**config.mk**
```make
export PLATFORM = sky130hd
export DESIGN_NAME = alu_op_sequencer
export DESIGN_NICKNAME = d
export VERILOG_FILES = /design/src/rtl/alu_seq_pkg.sv /design/src/rtl/alu_regfile_4x8.sv /design/src/rtl/alu_op_sequencer.sv
export SDC_FILE = /design/constraint.sdc
export NUM_CORES = 1
export LEC_CHECK = 0
export ABC_AREA = 1
export BUFFER_PORTS_ARGS = -buffer_cell sky130_fd_sc_hd__buf_2
export CAP_MARGIN = 10
export CORE_MARGIN = 2
export CORE_UTILIZATION = 32
export DETAILED_ROUTE_END_ITERATION = 16
export GPL_TIMING_DRIVEN = 1
export PLACE_DENSITY = 0.6
export SYNTH_ARGS = -nofsm -noshare
export SYNTH_HDL_FRONTEND = slang
export SYNTH_HIERARCHICAL = 1
export SYNTH_SLANG_ARGS = --single-unit
export TNS_END_PERCENT = 50
```
**constraint.sdc**
```tcl
create_clock -name clk -period 2.3 [get_ports clk]
set_input_delay 0 -clock clk [delete_from_list [all_inputs] [get_ports clk]]
set_output_delay 0 -clock clk [all_outputs]
set_load 0.1 [all_outputs]
```
**src/rtl/alu_seq_pkg.sv**
```systemverilog
// rtl/alu_seq_pkg.sv - shared constants, state encoding and select decode for alu_op_sequencer
package alu_seq_pkg;

  // Datapath and register-file geometry
  localparam int DATA_W     = 8;
  localparam int REG_ADDR_W = 2;
  localparam int NUM_REGS   = 1 << REG_ADDR_W;

  // Instruction opcodes (instr[7:5])
  localparam logic [2:0] OP_ADD = 3'b000;
  localparam logic [2:0] OP_ADC = 3'b001;
  localparam logic [2:0] OP_SUB = 3'b010;
  localparam logic [2:0] OP_SBB = 3'b011;
  localparam logic [2:0] OP_AND = 3'b100;
  localparam logic [2:0] OP_INC = 3'b101;
  localparam logic [2:0] OP_MOV = 3'b110;
  localparam logic [2:0] OP_LDI = 3'b111;

  // ALU output mux selects (s1:s0)
  localparam logic [1:0] SEL_SUM = 2'b00;
  localparam logic [1:0] SEL_AND = 2'b01;
  localparam logic [1:0] SEL_A   = 2'b10;
  localparam logic [1:0] SEL_B   = 2'b11;

  // Sequencer states
  typedef enum logic [1:0] {
    ST_IDLE = 2'd0,
    ST_EXEC = 2'd1,
    ST_IMM  = 2'd2,
    ST_WB   = 2'd3
  } state_t;

  // Returns {s4, s3, s2, s1, s0} for an opcode; cin is the carry flag at accept time
  function automatic logic [4:0] op_selects(input logic [2:0] op, input logic cin);
    logic [4:0] sel;
    sel = 5'b00000;
    case (op)
      OP_ADD:  sel = {1'b0, 1'b0, 1'b0, SEL_SUM};
      OP_ADC:  sel = {1'b0, 1'b0, cin,  SEL_SUM};
      OP_SUB:  sel = {1'b0, 1'b1, 1'b1, SEL_SUM};
      OP_SBB:  sel = {1'b0, 1'b1, cin,  SEL_SUM};
      OP_AND:  sel = {1'b0, 1'b0, 1'b0, SEL_AND};
      OP_INC:  sel = {1'b1, 1'b0, 1'b1, SEL_SUM};
      OP_MOV:  sel = {1'b0, 1'b0, 1'b0, SEL_B};
      default: sel = 5'b00000;
    endcase
    return sel;
  endfunction

  // Arithmetic ops whose write-back takes the carry flag from the adder
  function automatic logic op_uses_carry(input logic [2:0] op);
    return (op == OP_ADD) || (op == OP_ADC) || (op == OP_SUB) ||
           (op == OP_SBB) || (op == OP_INC);
  endfunction

endpackage

```
**src/rtl/alu_regfile_4x8.sv**
```systemverilog
// rtl/alu_regfile_4x8.sv - 4x8 register file: two operand read ports, one debug port, one write port
module alu_regfile_4x8
  import alu_seq_pkg::*;
(
  input  logic                  clk_i,
  input  logic                  rst_i,
  input  logic                  we_i,
  input  logic [REG_ADDR_W-1:0] waddr_i,
  input  logic [DATA_W-1:0]     wdata_i,
  input  logic [REG_ADDR_W-1:0] raddr_a_i,
  output logic [DATA_W-1:0]     rdata_a_o,
  input  logic [REG_ADDR_W-1:0] raddr_b_i,
  output logic [DATA_W-1:0]     rdata_b_o,
  input  logic [REG_ADDR_W-1:0] dbg_addr_i,
  output logic [DATA_W-1:0]     dbg_data_o
);

  logic [DATA_W-1:0] regs_q [NUM_REGS];

  // Register storage: cleared asynchronously, single synchronous write port
  always_ff @(posedge clk_i or posedge rst_i) begin
    if (rst_i) begin
      for (int i = 0; i < NUM_REGS; i++) begin
        regs_q[i] <= '0;
      end
    end else if (we_i) begin
      regs_q[waddr_i] <= wdata_i;
    end
  end

  assign rdata_a_o  = regs_q[raddr_a_i];
  assign rdata_b_o  = regs_q[raddr_b_i];
  assign dbg_data_o = regs_q[dbg_addr_i];

endmodule

```
**src/rtl/alu_op_sequencer.sv**
```systemverilog
// rtl/alu_op_sequencer.sv - operand-fetch/write-back sequencer around the 8-bit ALU (optional ALU_SEQ_NEG_FLAG_EN adds flag_n)
module alu_op_sequencer
  import alu_seq_pkg::*;
(
  input  logic                  clk,
  input  logic                  rst,
  input  logic                  instr_valid,
  output logic                  instr_ready,
  input  logic [7:0]            instr,
  output logic [DATA_W-1:0]     alu_a,
  output logic [DATA_W-1:0]     alu_b,
  output logic                  alu_s0,
  output logic                  alu_s1,
  output logic                  alu_s2,
  output logic                  alu_s3,
  output logic                  alu_s4,
  input  logic [DATA_W-1:0]     alu_z,
  input  logic                  alu_carry,
  output logic                  flag_c,
  output logic                  flag_z,
  output logic                  done,
  input  logic [REG_ADDR_W-1:0] dbg_addr,
`ifdef ALU_SEQ_NEG_FLAG_EN
  output logic [DATA_W-1:0]     dbg_data,
  output logic                  flag_n
`else
  output logic [DATA_W-1:0]     dbg_data
`endif
);

  state_t                state_q;
  logic [2:0]            op_q;
  logic [REG_ADDR_W-1:0] rd_q;
  logic [DATA_W-1:0]     alu_a_q;
  logic [DATA_W-1:0]     alu_b_q;
  logic [DATA_W-1:0]     result_q;
  logic                  carry_q;
  logic [4:0]            sel_q;
  logic                  flag_c_q;
  logic                  flag_z_q;
  logic                  done_q;
  logic                  ready_q;
`ifdef ALU_SEQ_NEG_FLAG_EN
  logic                  flag_n_q;
`endif

  logic                  accept;
  logic                  wb_en;
  logic [DATA_W-1:0]     rd_data;
  logic [DATA_W-1:0]     rs_data;
  logic [4:0]            sel_d;
  logic                  flag_c_d;
  logic                  flag_z_d;

  assign accept = instr_valid && ready_q;
  assign wb_en  = (state_q == ST_WB);

  alu_regfile_4x8 u_regfile (
    .clk_i      (clk),
    .rst_i      (rst),
    .we_i       (wb_en),
    .waddr_i    (rd_q),
    .wdata_i    (result_q),
    .raddr_a_i  (instr[3:2]),
    .rdata_a_o  (rd_data),
    .raddr_b_i  (instr[1:0]),
    .rdata_b_o  (rs_data),
    .dbg_addr_i (dbg_addr),
    .dbg_data_o (dbg_data)
  );

  // Select decode for the incoming opcode; carry-in comes from the flag as it stands now
  always_comb begin
    sel_d = op_selects(instr[7:5], flag_c_q);
  end

  // Flag values committed at write-back; MOV/LDI keep C, AND clears it
  always_comb begin
    flag_c_d = flag_c_q;
    if (op_uses_carry(op_q)) begin
      flag_c_d = carry_q;
    end else if (op_q == OP_AND) begin
      flag_c_d = 1'b0;
    end
    flag_z_d = (result_q == '0);
  end

  // Sequencer FSM with all outputs registered
  always_ff @(posedge clk or posedge rst) begin
    if (rst) begin
      state_q  <= ST_IDLE;
      op_q     <= OP_ADD;
      rd_q     <= '0;
      alu_a_q  <= '0;
      alu_b_q  <= '0;
      result_q <= '0;
      carry_q  <= 1'b0;
      sel_q    <= '0;
      flag_c_q <= 1'b0;
      flag_z_q <= 1'b0;
      done_q   <= 1'b0;
      ready_q  <= 1'b1;
`ifdef ALU_SEQ_NEG_FLAG_EN
      flag_n_q <= 1'b0;
`endif
    end else begin
      done_q <= 1'b0;
      case (state_q)
        ST_IDLE: begin
          if (accept) begin
            op_q <= instr[7:5];
            rd_q <= instr[3:2];
            if (instr[7:5] == OP_LDI) begin
              state_q <= ST_IMM;
            end else begin
              alu_a_q <= rd_data;
              alu_b_q <= rs_data;
              sel_q   <= sel_d;
              ready_q <= 1'b0;
              state_q <= ST_EXEC;
            end
          end
        end
        ST_EXEC: begin
          result_q <= alu_z;
          carry_q  <= alu_carry;
          sel_q    <= '0;
          state_q  <= ST_WB;
        end
        ST_IMM: begin
          if (accept) begin
            result_q <= instr;
            ready_q  <= 1'b0;
            state_q  <= ST_WB;
          end
        end
        ST_WB: begin
          flag_c_q <= flag_c_d;
          flag_z_q <= flag_z_d;
`ifdef ALU_SEQ_NEG_FLAG_EN
          flag_n_q <= result_q[DATA_W-1];
`endif
          done_q   <= 1'b1;
          ready_q  <= 1'b1;
          state_q  <= ST_IDLE;
        end
        default: begin
          sel_q   <= '0;
          ready_q <= 1'b1;
          state_q <= ST_IDLE;
        end
      endcase
    end
  end

  assign instr_ready = ready_q;
  assign alu_a       = alu_a_q;
  assign alu_b       = alu_b_q;
  assign alu_s0      = sel_q[0];
  assign alu_s1      = sel_q[1];
  assign alu_s2      = sel_q[2];
  assign alu_s3      = sel_q[3];
  assign alu_s4      = sel_q[4];
  assign flag_c      = flag_c_q;
  assign flag_z      = flag_z_q;
  assign done        = done_q;
`ifdef ALU_SEQ_NEG_FLAG_EN
  assign flag_n      = flag_n_q;
`endif

endmodule

```
Word level (Yosys, flattened, before mapping)

Cells that the tools add are included.

Logic and storage cells: 93
Flip-flop bits (word level): 73
Input port bits: 22

Reduce and logical (&&, ||, !) cells: 20
Order comparisons: 5
Bitwise operators: 5
Multiplexer cells: 29
Eq/ne operators: 18

Operators by type and width:

| cell               | number |
|---|---|
| $mux 8             | 8 |
| $bmux 8 s2         | 3 |
| $bwmux 32          | 1 |
| $pmux 5 s6         | 1 |
| $eq 3x3->1 const B | 6 |
| $demux 8 s2        | 1 |
| $pmux 8 s2         | 1 |
| $eq 3x2->1 const B | 4 |
| $ge 3x3->1 const B | 4 |
| $not 2->3          | 4 |
| $mux 5             | 2 |
| $pmux 5 s2         | 1 |
| $logic_not 8->1    | 1 |
| $pmux 2 s4         | 1 |
| $reduce_and 2->1   | 4 |
| $eq 3x1->1 const B | 2 |
| $mux 1             | 6 |
| $mux 2             | 3 |
| $ne 2x2->1 const B | 3 |
| $reduce_and 3->1   | 2 |
| $reduce_bool 2->1  | 3 |
| $eq 2x2->1 const B | 2 |
| $logic_or 1x1->1   | 4 |
| $reduce_and 4->1   | 1 |
| other kinds (8)    | 9 |

Logic depth before layout (Yosys ltp)

Gate-level depths: netlist (run 1).

Depth after elaboration: 7
Mapped depth: 9
Gate-level depth less buffers: 8

Modules after synthesis

Netlist (run 1), hierarchy kept.

Modules (own cells, without submodules):

| module           | sequential area each (um2) | area an instance (um2) | times used | cells each |
|---|---|---|---|---|
| alu_regfile_4x8  | 800.8                      | 2319.7                 | 1          | 360 |
| alu_op_sequencer | 1027.2                     | 1996.9                 | 1          | 238 |

Least setup slack after synthesis (run 1)

OpenSTA, ideal clock, no wires.

Path kind: register to register
Start point: register ready_q, in the netlist instr_ready
End point: register sel_q[0]
Data arrival time: 1598 ps
Cell stages (with the launch flop): 7
Slack: 581 ps
Clock period less this slack: 1719 ps
Data required time: 2179 ps
Path through: dfstp_2 -> nand2_2 -> nor2_8 -> nand2_4 -> buf_6 -> nand3_1 -> nand2_1

Cells in the longest elaborated chain, start to end: 3

Ends and longest elaborated chain:

| element                    | RTL line                | text |
|---|---|---|
| start, declared            | alu_op_sequencer.sv:42  | `logic ready_q;` |
| start signal, assigned     | alu_op_sequencer.sv:102 | `ready_q <= 1'b1;` |
| start signal, assigned     | alu_op_sequencer.sv:119 | `ready_q <= 1'b0;` |
| start signal, assigned     | alu_op_sequencer.sv:133 | `ready_q <= 1'b0;` |
| $logic_and 1x1->1          | alu_op_sequencer.sv:55  | `assign accept = instr_valid && ready_q;` |
| $ne 2x2->1 (no line)       | n/a                     |  |
| $reduce_and 3->1 (no line) | n/a                     |  |
| end signal, assigned       | alu_op_sequencer.sv:118 | `sel_q <= sel_d;` |
| end, declared              | alu_op_sequencer.sv:38  | `logic [4:0] sel_q;` |

Every way passes these cells.
A chain may end at the register's enable or synchronous reset.

Final worst setup path (run 1)

Start point: register state_q[0]
End point: register result_q[4]

Cells in the longest elaborated chain, start to end: 3
Elaborated cells on any way between the ends: 6
Those cells by class: eq/ne: 3; mux: 1; reduce/logical: 2

Ends and longest elaborated chain:

| element                                                   | RTL line                | text |
|---|---|---|
| start, declared                                           | alu_op_sequencer.sv:31  | `state_t state_q;` |
| start signal, assigned                                    | alu_op_sequencer.sv:91  | `state_q <= ST_IDLE;` |
| start signal, assigned                                    | alu_op_sequencer.sv:114 | `state_q <= ST_IMM;` |
| start signal, assigned                                    | alu_op_sequencer.sv:120 | `state_q <= ST_EXEC;` |
| $eq 2x2->1 or $eq 2x1->1 (tied branches)                  | alu_op_sequencer.sv:108 | `case (state_q)` |
| $ne 2x2->1 (no line) or $reduce_bool 2->1 (tied branches) | n/a                     |  |
| $reduce_and 2->1 (no line)                                | n/a                     |  |
| end signal, assigned                                      | alu_op_sequencer.sv:125 | `result_q <= alu_z;` |
| end signal, assigned                                      | alu_op_sequencer.sv:132 | `result_q <= instr;` |
| end, declared                                             | alu_op_sequencer.sv:36  | `logic [DATA_W-1:0] result_q;` |

Parallel ways exist; a longest one is shown, timed or not.

==> impl_results.md, run 1 <==
* Starting utilization of the core area at 0.327
* Capture point of the worst reg-to-reg path: result_q[4]
* Number of instances resized during post-cts repair at 0
* Share of layout cells above drive strength 1 at 0.165
* Standard cell area after detailed placement at 4630 µm²
* Internal portion of total power at 0.00221 W
* Total iterations of the first detailed-routing run at 5
* Flop2flop setup slack at 0.34 ns
* Final hold slack at -0.00185 ns
* Core outline area at 13200 µm²
* Share of the synthesized area in the top cell type at 0.417
* Final Hold Fails at 1
* Share of total power in sequential cells at 0.432
* Standard-cell row count at 42
* Number of cells on the worst reg-to-reg path at 8
* Cell types with the largest area share after synthesis: sky130_fd_sc_hd__dfrtp_1, sky130_fd_sc_hd__nand2_1, sky130_fd_sc_hd__nand3_1
* Setup repair after global routing missed its margin: no
* Startpoint of the tightest hold check path: alu_z[1]
* CTS hold repair buffers at 7
* Switching Share at 0.262
* Final clock period utilization by the worst path at 0.850
* Combined global-route utilization of all metal layers at 0.172
* Register area at 1830 µm²
* Synth cell types at 23
* Synth Warn # at 6
* Via count of the first global-routing pass at 3883
* Highest Clock Rate at 511 MHz
* Largest area contributor in the synthesized netlist: sky130_fd_sc_hd__dfrtp_1
* Clock-pin transition on the worst setup and hold timing paths at 0.06 ns
* Width of the die at 120 µm
* Ports at 55
* Clock tree from TritonCTS: done
* Slew margin rel. at 0.540
* Iteration-0 DRC Markers at 275
* Diode insertion count for antenna repair at 0
* Wire length of the first global-routing pass at 19700 µm
* Maximum number of pins on one net before global-route repair at 42
* Most frequent standard cell in the layout excluding fill and tap cells: sky130_fd_sc_hd__nand2_1
* Mapped Cells at 598
* Clock buffers created by TritonCTS at 9
* Final HPWL DP at 8790 µm
* Largest vdd supply drop at 442 µV
* RR Startpoint: state_q[0]
* Relative area change from synthesis to final layout at 15.9%
* Critical path destination: result_q[4]
* Critical Setup Path Class: flip-flop to flip-flop
* Setup fix buffers added after clock tree synthesis at 0
* Die area at 14400 µm²
* Initial antenna violation count at 0
* Count of H-tree levels built during CTS at 3
* Mapped cell area at 4320 µm²
* Data arrival time of the critical path at 2.17 ns
* Critical Path Sink Type: flip-flop
* Crit-path max FO at 13
* Total length of routed wires at 11900 µm
* CP Launch Point: state_q[0]
* Number of nets at the end of the flow at 675
* Worst-Skew Late Latency at 0.33 ns
* Number of buffers inserted by port buffering at 54
* Tmin final at 1.96 ns
* Final slew viol count at 0
* Maximum root-to-sink buffer count at 2
* Cell chosen for the clock root: sky130_fd_sc_hd__clkbuf_16
* Weighted congestion reported at the end of routability-driven placement at 0.904
* Final-layout fill cell count at 1377
* Net Count, Synth at 625
* Final sum of negative setup slack at 0 ns
* Worst endpoint required time at 2.51 ns
* Number of endpoints failing setup at the final stage at 0
* Non-filler cells, final at 829
* Status: finished, violations left
* Max-cap violations at 0
* Detailed-route via count at 4037
* Height of the die at 120 µm
* Clock Skew at 0.00721 ns
* Slew at the pin with the worst max-slew slack at 0.690 ns
* Post-synthesis average cell area at 7.22 µm²
* Yosys reg bits at 73
* Via density at 4.87
* Failing checks: negative hold slack
* Antenna-violating nets left at 0
* Post-route cell area at 5000 µm²
* Instance count after placement with tap cells included at 806
* Wire length per cell at 14.3 µm
* Clock net sink count at 73
* Post-detailed-route DRC marker count at 0
* Area occupied by multi-input gates at 2010 µm²
* Sequential element share of the synthesized area at 0.423
* Top library cells by usage in the layout, fill and taps aside: sky130_fd_sc_hd__nand2_1, sky130_fd_sc_hd__nand3_1, sky130_fd_sc_hd__dfrtp_1, sky130_fd_sc_hd__inv_1, sky130_fd_sc_hd__buf_2
* Type of element launching the critical path: flip-flop
* Clock power share at 0.464
* PwrDens at 599 nW/µm²
* Combinational share of power at 0.104
* Hold WC Path Type: primary input to flip-flop
* Leak pwr at 2.84 nW
* Power spent charging and discharging nets at 0.000784 W
* Overflow left after global routing at 0
## power by group through the flow
stage | Combinational (W) | Sequential (W) | Clock (W)
after detailed placement | 0.000303 | 0.00132 | 0
after global routing | 0.000342 | 0.00129 | 0.00147
after CTS | 0.000312 | 0.00129 | 0.00142
after global placement | 0.000298 | 0.00132 | 0
final | 0.000312 | 0.00129 | 0.00139
after floorplan | 0.000217 | 0.00133 | 0
## cells by family (layout without fill, tap and decap cells)
logic type | after synthesis | in the layout | synth area share
compound gates | 33 | 33 | 0.0510
flops | 73 | 73 | 0.423
buf+inv | 99 | 154 | 0.112
fa+ha+maj | 5 | 5 | 0.0145
simple gates | 388 | 388 | 0.399
## stage by stage
step	total power (W)	utilization	setup WS, ns
2_1_floorplan	0.00155	-	0.581
4_1_cts	0.00302	0.379	0.350
3_5_place_dp	0.00162	0.351	0.583
6_report	0.00300	0.379	0.344
5_1_grt	0.00310	0.379	0.208
3_3_place_gp	0.00162	0.351	0.651
## sequential cells by signal (all words and copies together), names as in the netlist
signal,count
u_regfile/regs_q,32
alu_a,8
alu_b,8
result_q,8
sel_q,5
op_q,3
rd_q,2
state_q,2
carry_q,1
done,1
flag_c,1
flag_z,1
instr_ready,1
## layout make-up
cell class                 instances  share of cell area
multi-input combinational        426               0.401
sequential                        73               0.365
timing repair buffer              66              0.0755
clock buffer                      13              0.0560
inverter                          72              0.0540
tap                              176              0.0440
clock inverter                     3             0.00425
## synth_stat cells
master,number
sky130_fd_sc_hd__nand2_1,265
sky130_fd_sc_hd__buf_6,8
sky130_fd_sc_hd__a21oi_1,2
sky130_fd_sc_hd__o21ai_1,6
sky130_fd_sc_hd__o21ai_4,1
sky130_fd_sc_hd__nand4_1,18
sky130_fd_sc_hd__nor2_8,2
sky130_fd_sc_hd__buf_4,11
sky130_fd_sc_hd__nor3_1,2
sky130_fd_sc_hd__nand3_4,4
sky130_fd_sc_hd__dfrtp_1,72
sky130_fd_sc_hd__nand2_4,2
sky130_fd_sc_hd__o21a_1,1
sky130_fd_sc_hd__ha_1,5
sky130_fd_sc_hd__o21ai_2,11
sky130_fd_sc_hd__dfstp_2,1
sky130_fd_sc_hd__o21ai_0,12
sky130_fd_sc_hd__nand2_2,5
sky130_fd_sc_hd__inv_1,65
sky130_fd_sc_hd__buf_2,8
sky130_fd_sc_hd__nand3_1,83
sky130_fd_sc_hd__nor2_1,7
sky130_fd_sc_hd__inv_2,7
## worst min-delay path by stage
stage,endpoint,slack (ns),depth (start not counted)
3_3_place_gp,u_regfile/regs_q[21],0.13,3
2_1_floorplan,u_regfile/regs_q[0],0.12,1
6_report,result_q[1],-0.002,5
5_1_grt,op_q[0],0.03,3
3_5_place_dp,u_regfile/regs_q[23],0.14,3
4_1_cts,result_q[3],0.0003,5
## critical path: stages (launching register included)
cell	delay (ns)
sky130_fd_sc_hd__dfrtp_1	0.41
sky130_fd_sc_hd__inv_1	0.12
sky130_fd_sc_hd__ha_1	0.33
sky130_fd_sc_hd__inv_2	0.17
sky130_fd_sc_hd__nand2_1	0.09
sky130_fd_sc_hd__nand2_1	0.05
sky130_fd_sc_hd__dlygate4sd3_1	0.54
sky130_fd_sc_hd__nand2_1	0.06
sky130_fd_sc_hd__o21ai_1	0.05
## routing by layer
metal | vias up | track usage | part of all wire
li1 | 1979 | - | -
met1 | 1912 | 0.241 | 0.46
met4 | 0 | 0.0610 | 0.024
met3 | 17 | 0.0276 | 0.051
met5 | - | 0 | 0
met2 | 129 | 0.269 | 0.46
No activity file was read; power rests on OpenSTA's default activity.
==> run 2: changes to the inputs <==
--- a/config.mk
+++ b/config.mk
@@ -13,6 +13,7 @@
 export DETAILED_ROUTE_END_ITERATION = 16
 export GPL_TIMING_DRIVEN = 1
 export PLACE_DENSITY = 0.6
+export REMOVE_ABC_BUFFERS = 1
 export SYNTH_ARGS = -nofsm -noshare
 export SYNTH_HDL_FRONTEND = slang
 export SYNTH_HIERARCHICAL = 1
==> run 2 against run 1 <==
The run now ends clean; combinational power fell by 2%; global-route usage decreased by 0.32 points; setup slack improved by 0.20 ns; critical path depth shrank 2; critical endpoint is now result_q[2]; highest routed layer unchanged.
==> impl_results.md, run 2 (same netlist as run 1, synthesis figures left out) <==
* Maximum root-to-sink buffer count at 2
* Relative area change from synthesis to final layout at 15.8%
* Highest Clock Rate at 570 MHz
* Worst-Skew Late Latency at 0.33 ns
* Maximum number of pins on one net before global-route repair at 42
* Cell chosen for the clock root: sky130_fd_sc_hd__clkbuf_16
* Overflow left after global routing at 0
* Leak pwr at 2.84 nW
* Ports at 55
* Post-layout util at 0.379
* Number of endpoints failing setup at the final stage at 0
* Clock power share at 0.472
* Max-cap violations at 0
* Clock-pin transition on the worst setup and hold timing paths at 0.05 ns
* Number of nets at the end of the flow at 674
* Hold WC Path Type: primary input to flip-flop
* Met2 Track Usage GR at 0.285
* Flip-flop count of the largest register, all copies and words added at 32
* Core outline area at 13200 µm²
* Clock tree from TritonCTS: done
* Iteration-0 DRC Markers at 333
* Via count of the first global-routing pass at 3947
* Final sum of negative setup slack at 0 ns
* Tmin final at 1.76 ns
* Width of the die at 120 µm
* Crit-path max FO at 16
* Most frequent standard cell in the layout excluding fill and tap cells: sky130_fd_sc_hd__nand2_1
* Number of buffers inserted by port buffering at 54
* Count of H-tree levels built during CTS at 3
* Largest vdd supply drop at 347 µV
* Critical Setup Path Class: flip-flop to flip-flop
* Standard-cell row count at 42
* Combined global-route utilization of all metal layers at 0.169
* Critical Path Sink Type: flip-flop
* Post-detailed-route DRC marker count at 0
* Clock Skew at 0.00432 ns
* Antenna-violating nets left at 0
* Status: complete, no violations
* Detailed-route via count at 3974
* Clock buffers created by TritonCTS at 9
* Type of element launching the critical path: flip-flop
* Height of the die at 120 µm
* Power spent charging and discharging nets at 0.000745 W
* Clock net sink count at 73
* Share of total power in sequential cells at 0.427
* Starting utilization of the core area at 0.327
* Wire length of the first global-routing pass at 19300 µm
* Final HPWL DP at 8650 µm
* Global routing usage on met3 at 0.0385
* Die area at 14400 µm²
* Share of layout cells above drive strength 1 at 0.164
* Diode insertion count for antenna repair at 0
* PwrDens at 607 nW/µm²
* Worst endpoint required time at 2.56 ns
* Initial antenna violation count at 0
* Highest-utilization routing layer at the global route stage: met2
* Final-layout fill cell count at 1419
* Total iterations of the first detailed-routing run at 6
* Final Hold Fails at 0
* Weighted congestion reported at the end of routability-driven placement at 0.883
* Setup repair after global routing missed its margin: no
* Slew margin rel. at 0.516
* Data arrival time of the critical path at 2.01 ns
* Largest register by flop count: u_regfile/regs_q
* Final clock period utilization by the worst path at 0.763
* Via density at 4.80
* Wire length per cell at 13.8 µm
* Final slew viol count at 0
* Total length of routed wires at 11400 µm
* Fraction of met1 tracks used by global routing at 0.211
* Top library cells by usage in the layout, fill and taps aside: sky130_fd_sc_hd__nand2_1, sky130_fd_sc_hd__nand3_1, sky130_fd_sc_hd__dfrtp_1, sky130_fd_sc_hd__inv_1, sky130_fd_sc_hd__buf_2
* Internal portion of total power at 0.00229 W
* Combinational share of power at 0.101
* Switching Share at 0.246
* Slew at the pin with the worst max-slew slack at 0.727 ns
-- run 2: changes by cell type in the layout (fill, tap and decap cells not counted), sizes merged --
cell / delta
inv: -1
clkbuf: +1
buf: +1
clkinvlp: -1
dlygate4sd3: -2
bufinv: +1
-- run 2: power groups by stage --
| stage | clock network [W] | registers (W) | logic [W] |
|---|---|---|---|
| after floorplan | 0 | 0.00133 | 0.000190 |
| after global placement | 0 | 0.00132 | 0.000298 |
| after detailed placement | 0 | 0.00132 | 0.000301 |
| after CTS | 0.00147 | 0.00129 | 0.000308 |
| after global routing | 0.00153 | 0.00129 | 0.000337 |
| final | 0.00143 | 0.00129 | 0.000306 |
-- run 2: path summary, 6_finish.rpt --
check / startpoint / endpoint / slack, ns / depth (start not counted)
hold reg to reg: alu_b[2] / alu_b[2] / 0.46 / 2
setup reg to reg: state_q[0] / result_q[2] / 0.54 / 6
max in group asynchronous: rst / alu_b[7] / 1.59 / 4
min in group asynchronous: rst / u_regfile/regs_q[13] / 0.31 / 4
hold / removal: alu_z[0] / result_q[0] / 0.01 / 5
setup / recovery: state_q[0] / result_q[2] / 0.54 / 6
-- run 2: critical path, stage by stage (launching register included) --
cell and delay [ns]:
sky130_fd_sc_hd__dfrtp_1 0.41, sky130_fd_sc_hd__inv_1 0.12, sky130_fd_sc_hd__ha_1 0.33, sky130_fd_sc_hd__inv_2 0.18, sky130_fd_sc_hd__o21ai_4 0.42, sky130_fd_sc_hd__nand2_1 0.12
sky130_fd_sc_hd__o21ai_1 0.10
-- run 2: area by class of cell --
| cell class | instances | area, µm² | share of cell area |
|---|---|---|---|
| tap | 176 | 220 | 0.0441 |
| clock inverter | 2 | 35.0 | 0.00701 |
| clock buffer | 14 | 274 | 0.0548 |
| sequential | 73 | 1830 | 0.366 |
| timing repair buffer | 65 | 365 | 0.0731 |
| multi-input combinational | 426 | 2010 | 0.401 |
| inverter | 72 | 270 | 0.0541 |
-- run 2: routing by layer --
layer | share of wire | vias up
met5 | 0 | -
met4 | 0.017 | 0
met3 | 0.058 | 16
met2 | 0.48 | 129
met1 | 0.44 | 1847
li1 | - | 1982
-- run 2: repair_timing --
item | in CTS | in global routing
setup endpoints to repair | 0 | 0
resized for setup | 0 | 0
hold buffers | 5 | 0
hold endpoints to repair | 76 | 0
setup buffers | 0 | 0
-- run 2: stage by stage --
stage | std cells | worst slack, ns | instance area (µm²) | power [W] | hold slack, ns
2_1_floorplan | 571 | 0.440 | 4100 | 0.00152 | 0.116
3_3_place_gp | 807 | 0.681 | 4640 | 0.00161 | 0.135
3_5_place_dp | 807 | 0.570 | 4640 | 0.00162 | 0.140
4_1_cts | 828 | 0.547 | 5000 | 0.00307 | 0.000633
5_1_grt | 828 | 0.350 | 5000 | 0.00316 | 0.0154
6_report | 828 | 0.544 | 5000 | 0.00303 | 0.0106
==> run 3: changes to the inputs <==
==> constraint.sdc (replaced) <==
create_clock -name clk -period 1.8 [get_ports clk]
set_input_delay 0 -clock clk [delete_from_list [all_inputs] [get_ports clk]]
set_output_delay 0 -clock clk [all_outputs]
set_load 0.1 [all_outputs]
==> run 3 against run 2 <==
Setup slack got worse by 0.31 ns; wire length up 5.7%; global-route usage increased by 0.52 points; count of clock-buffer cells in the layout fell by 4; via count is 1.8% higher; cell count rose by 0.85%; utilization grew 0.97 points; first-iteration DRC count increased by 6.0%.
==> impl_results.md, run 3 (same netlist as run 1, synthesis figures left out) <==
* Max-cap violations at 0
* Status: complete, no violations
* Weighted congestion reported at the end of routability-driven placement at 0.871
* Number of instances resized during post-cts repair at 0
* Number of nets at the end of the flow at 681
* Hold WC Path Type: primary input to flip-flop
* PwrDens at 822 nW/µm²
* Largest vdd supply drop at 411 µV
* Iteration-0 DRC Markers at 353
* Leak pwr at 2.90 nW
* Total iterations of the first detailed-routing run at 5
* Count of H-tree levels built during CTS at 3
* Clock Skew at 0.00677 ns
* Number of endpoints failing setup at the final stage at 0
* Wire length per cell at 14.4 µm
* Data arrival time of the critical path at 1.83 ns
* Share of layout cells above drive strength 1 at 0.167
* Maximum root-to-sink buffer count at 2
* Setup repair after global routing missed its margin: no
* Starting utilization of the core area at 0.327
* Height of the die at 120 µm
* Final Hold Fails at 0
* Ports at 55
* Detailed-route via count at 4045
* Relative area change from synthesis to final layout at 18.8%
* Switching Share at 0.232
* Kind of cell adding the most delay to the critical path: simple AND/OR/NAND/NOR gates
* Worst endpoint required time at 2.07 ns
* Top library cells by usage in the layout, fill and taps aside: sky130_fd_sc_hd__nand2_1, sky130_fd_sc_hd__nand3_1, sky130_fd_sc_hd__dfrtp_1, sky130_fd_sc_hd__inv_1, sky130_fd_sc_hd__buf_2
* Type of element launching the critical path: flip-flop
* Clock buffers created by TritonCTS at 9
* Wire length of the first global-routing pass at 19800 µm
* Total length of routed wires at 12100 µm
* Crit path top cell by count: sky130_fd_sc_hd__nand2_1
* Crit path buf inv count at 2
* Tmin final at 1.56 ns
* Width of the die at 120 µm
* Cell chosen for the clock root: sky130_fd_sc_hd__clkbuf_16
* Maximum single-stage delay on the critical path at 0.42 ns
* Combined global-route utilization of all metal layers at 0.174
* Clock-pin transition on the worst setup and hold timing paths at 0.06 ns
* Diode insertion count for antenna repair at 0
* Post-detailed-route DRC marker count at 0
* Clock tree from TritonCTS: done
* Post-route cell area at 5130 µm²
* Standard cell area after detailed placement at 4670 µm²
* Final HPWL DP at 8860 µm
* Critical Path Sink Type: flip-flop
* Internal portion of total power at 0.00324 W
* Slew at the pin with the worst max-slew slack at 0.533 ns
* Number of buffers inserted by port buffering at 54
* Most frequent standard cell in the layout excluding fill and tap cells: sky130_fd_sc_hd__nand2_1
* Die area at 14400 µm²
* Final hold slack at 0.0163 ns
* Clock power share at 0.512
* Highest Clock Rate at 640 MHz
* Worst-Skew Late Latency at 0.33 ns
* Crit-path max FO at 23
* Final slew viol count at 0
* Overflow left after global routing at 0
* Setup fix buffers added after clock tree synthesis at 0
* Critical Setup Path Class: flip-flop to flip-flop
* Antenna-violating nets left at 0
* Final clock period utilization by the worst path at 0.868
* Largest register by flop count: u_regfile/regs_q
* Initial antenna violation count at 0
* Via count of the first global-routing pass at 3871
* Core outline area at 13200 µm²
* Slowest cell on the critical path: sky130_fd_sc_hd__dfrtp_1
* Flip-flop count of the largest register, all copies and words added at 32
* Standard-cell row count at 42
* Slew margin rel. at 0.645
* Power spent charging and discharging nets at 0.000979 W
* Share of total power in sequential cells at 0.392
* Maximum number of pins on one net before global-route repair at 42
* Ordered cell list for the critical path: inv_1, ha_1, inv_2, nor2_8, nand2_4, nand2_1, nand2_1, nand2_1
* Via density at 4.84
* Clock net sink count at 73
* Combinational share of power at 0.096
run 3: cell count changes in the layout (fill, tap and decap cells not counted):
| cell | change |
|---|---|
| sky130_fd_sc_hd__clkbuf_1 | -1 |
| sky130_fd_sc_hd__dlygate4sd3_1 | +5 |
| sky130_fd_sc_hd__clkbuf_8 | -3 |
| sky130_fd_sc_hd__buf_12 | +1 |
| sky130_fd_sc_hd__buf_4 | +1 |
| sky130_fd_sc_hd__bufinv_16 | +3 |
| sky130_fd_sc_hd__clkinv_2 | +1 |
run 3: area by class of cell:
| type | instances | area [µm²] |
|---|---|---|
| multi-input combinational | 426 | 2010 |
| clock inverter | 6 | 130 |
| clock buffer | 10 | 229 |
| fill | 1409 | 8060 |
| tap | 176 | 220 |
| sequential | 73 | 1830 |
| inverter | 72 | 270 |
| timing repair buffer | 72 | 443 |
run 3: path summary, 6_finish.rpt:
| check | start | end | slack (ns) | cells after the start |
|---|---|---|---|---|
| worst min-delay path | instr[5] | op_q[0] | 0.02 | 3 |
| worst max-delay path | state_q[1] | sel_q[2] | 0.24 | 8 |
| max in group asynchronous | rst | alu_b[0] | 1.07 | 4 |
| worst min register to register | alu_a[0] | alu_a[0] | 0.47 | 2 |
| worst max register to register | state_q[1] | sel_q[2] | 0.24 | 8 |
| min in group asynchronous | rst | u_regfile/regs_q[23] | 0.33 | 4 |
run 3: what timing repair did:
action	CTS	global route
setup endpoints to repair	0	0
hold buffers	10	0
endpoints found under the hold margin	80	0
run 3: per-stage QoR:
step	setup WS (ns)	util	setup TNS, ns	total power [W]	std cells
floorplan	-0.0596	-	-0.608	0.00194	571
global placement	0.299	0.354	0	0.00206	809
detailed placement	0.232	0.354	0	0.00207	809
CTS	0.230	0.389	0	0.00427	835
global route	0.0780	0.389	0	0.00438	835
finish	0.238	0.389	0	0.00421	835
run 3: tightest hold or removal path, stage by stage:
cell                      delay [ns]
sky130_fd_sc_hd__buf_2          0.17
sky130_fd_sc_hd__nand2_1        0.08
sky130_fd_sc_hd__nand2_1        0.05
run 3: routing by layer:
metal / share of wire / routed length [µm] / track usage
met1: 0.45 / 5420 / 0.228
met2: 0.50 / 5980 / 0.297
met3: 0.044 / 536 / 0.0328
met4: 0.010 / 125 / 0.0434
met5: 0 / 0 / 0
run 3: power groups by stage:
stage          logic (W)  registers, W  clock network [W]
6_report        0.000404       0.00165            0.00216
5_1_grt         0.000442       0.00165            0.00229
4_1_cts         0.000404       0.00165            0.00221
3_5_place_dp    0.000387       0.00168                  0
3_3_place_gp    0.000383       0.00168                  0
2_1_floorplan   0.000242       0.00170                  0
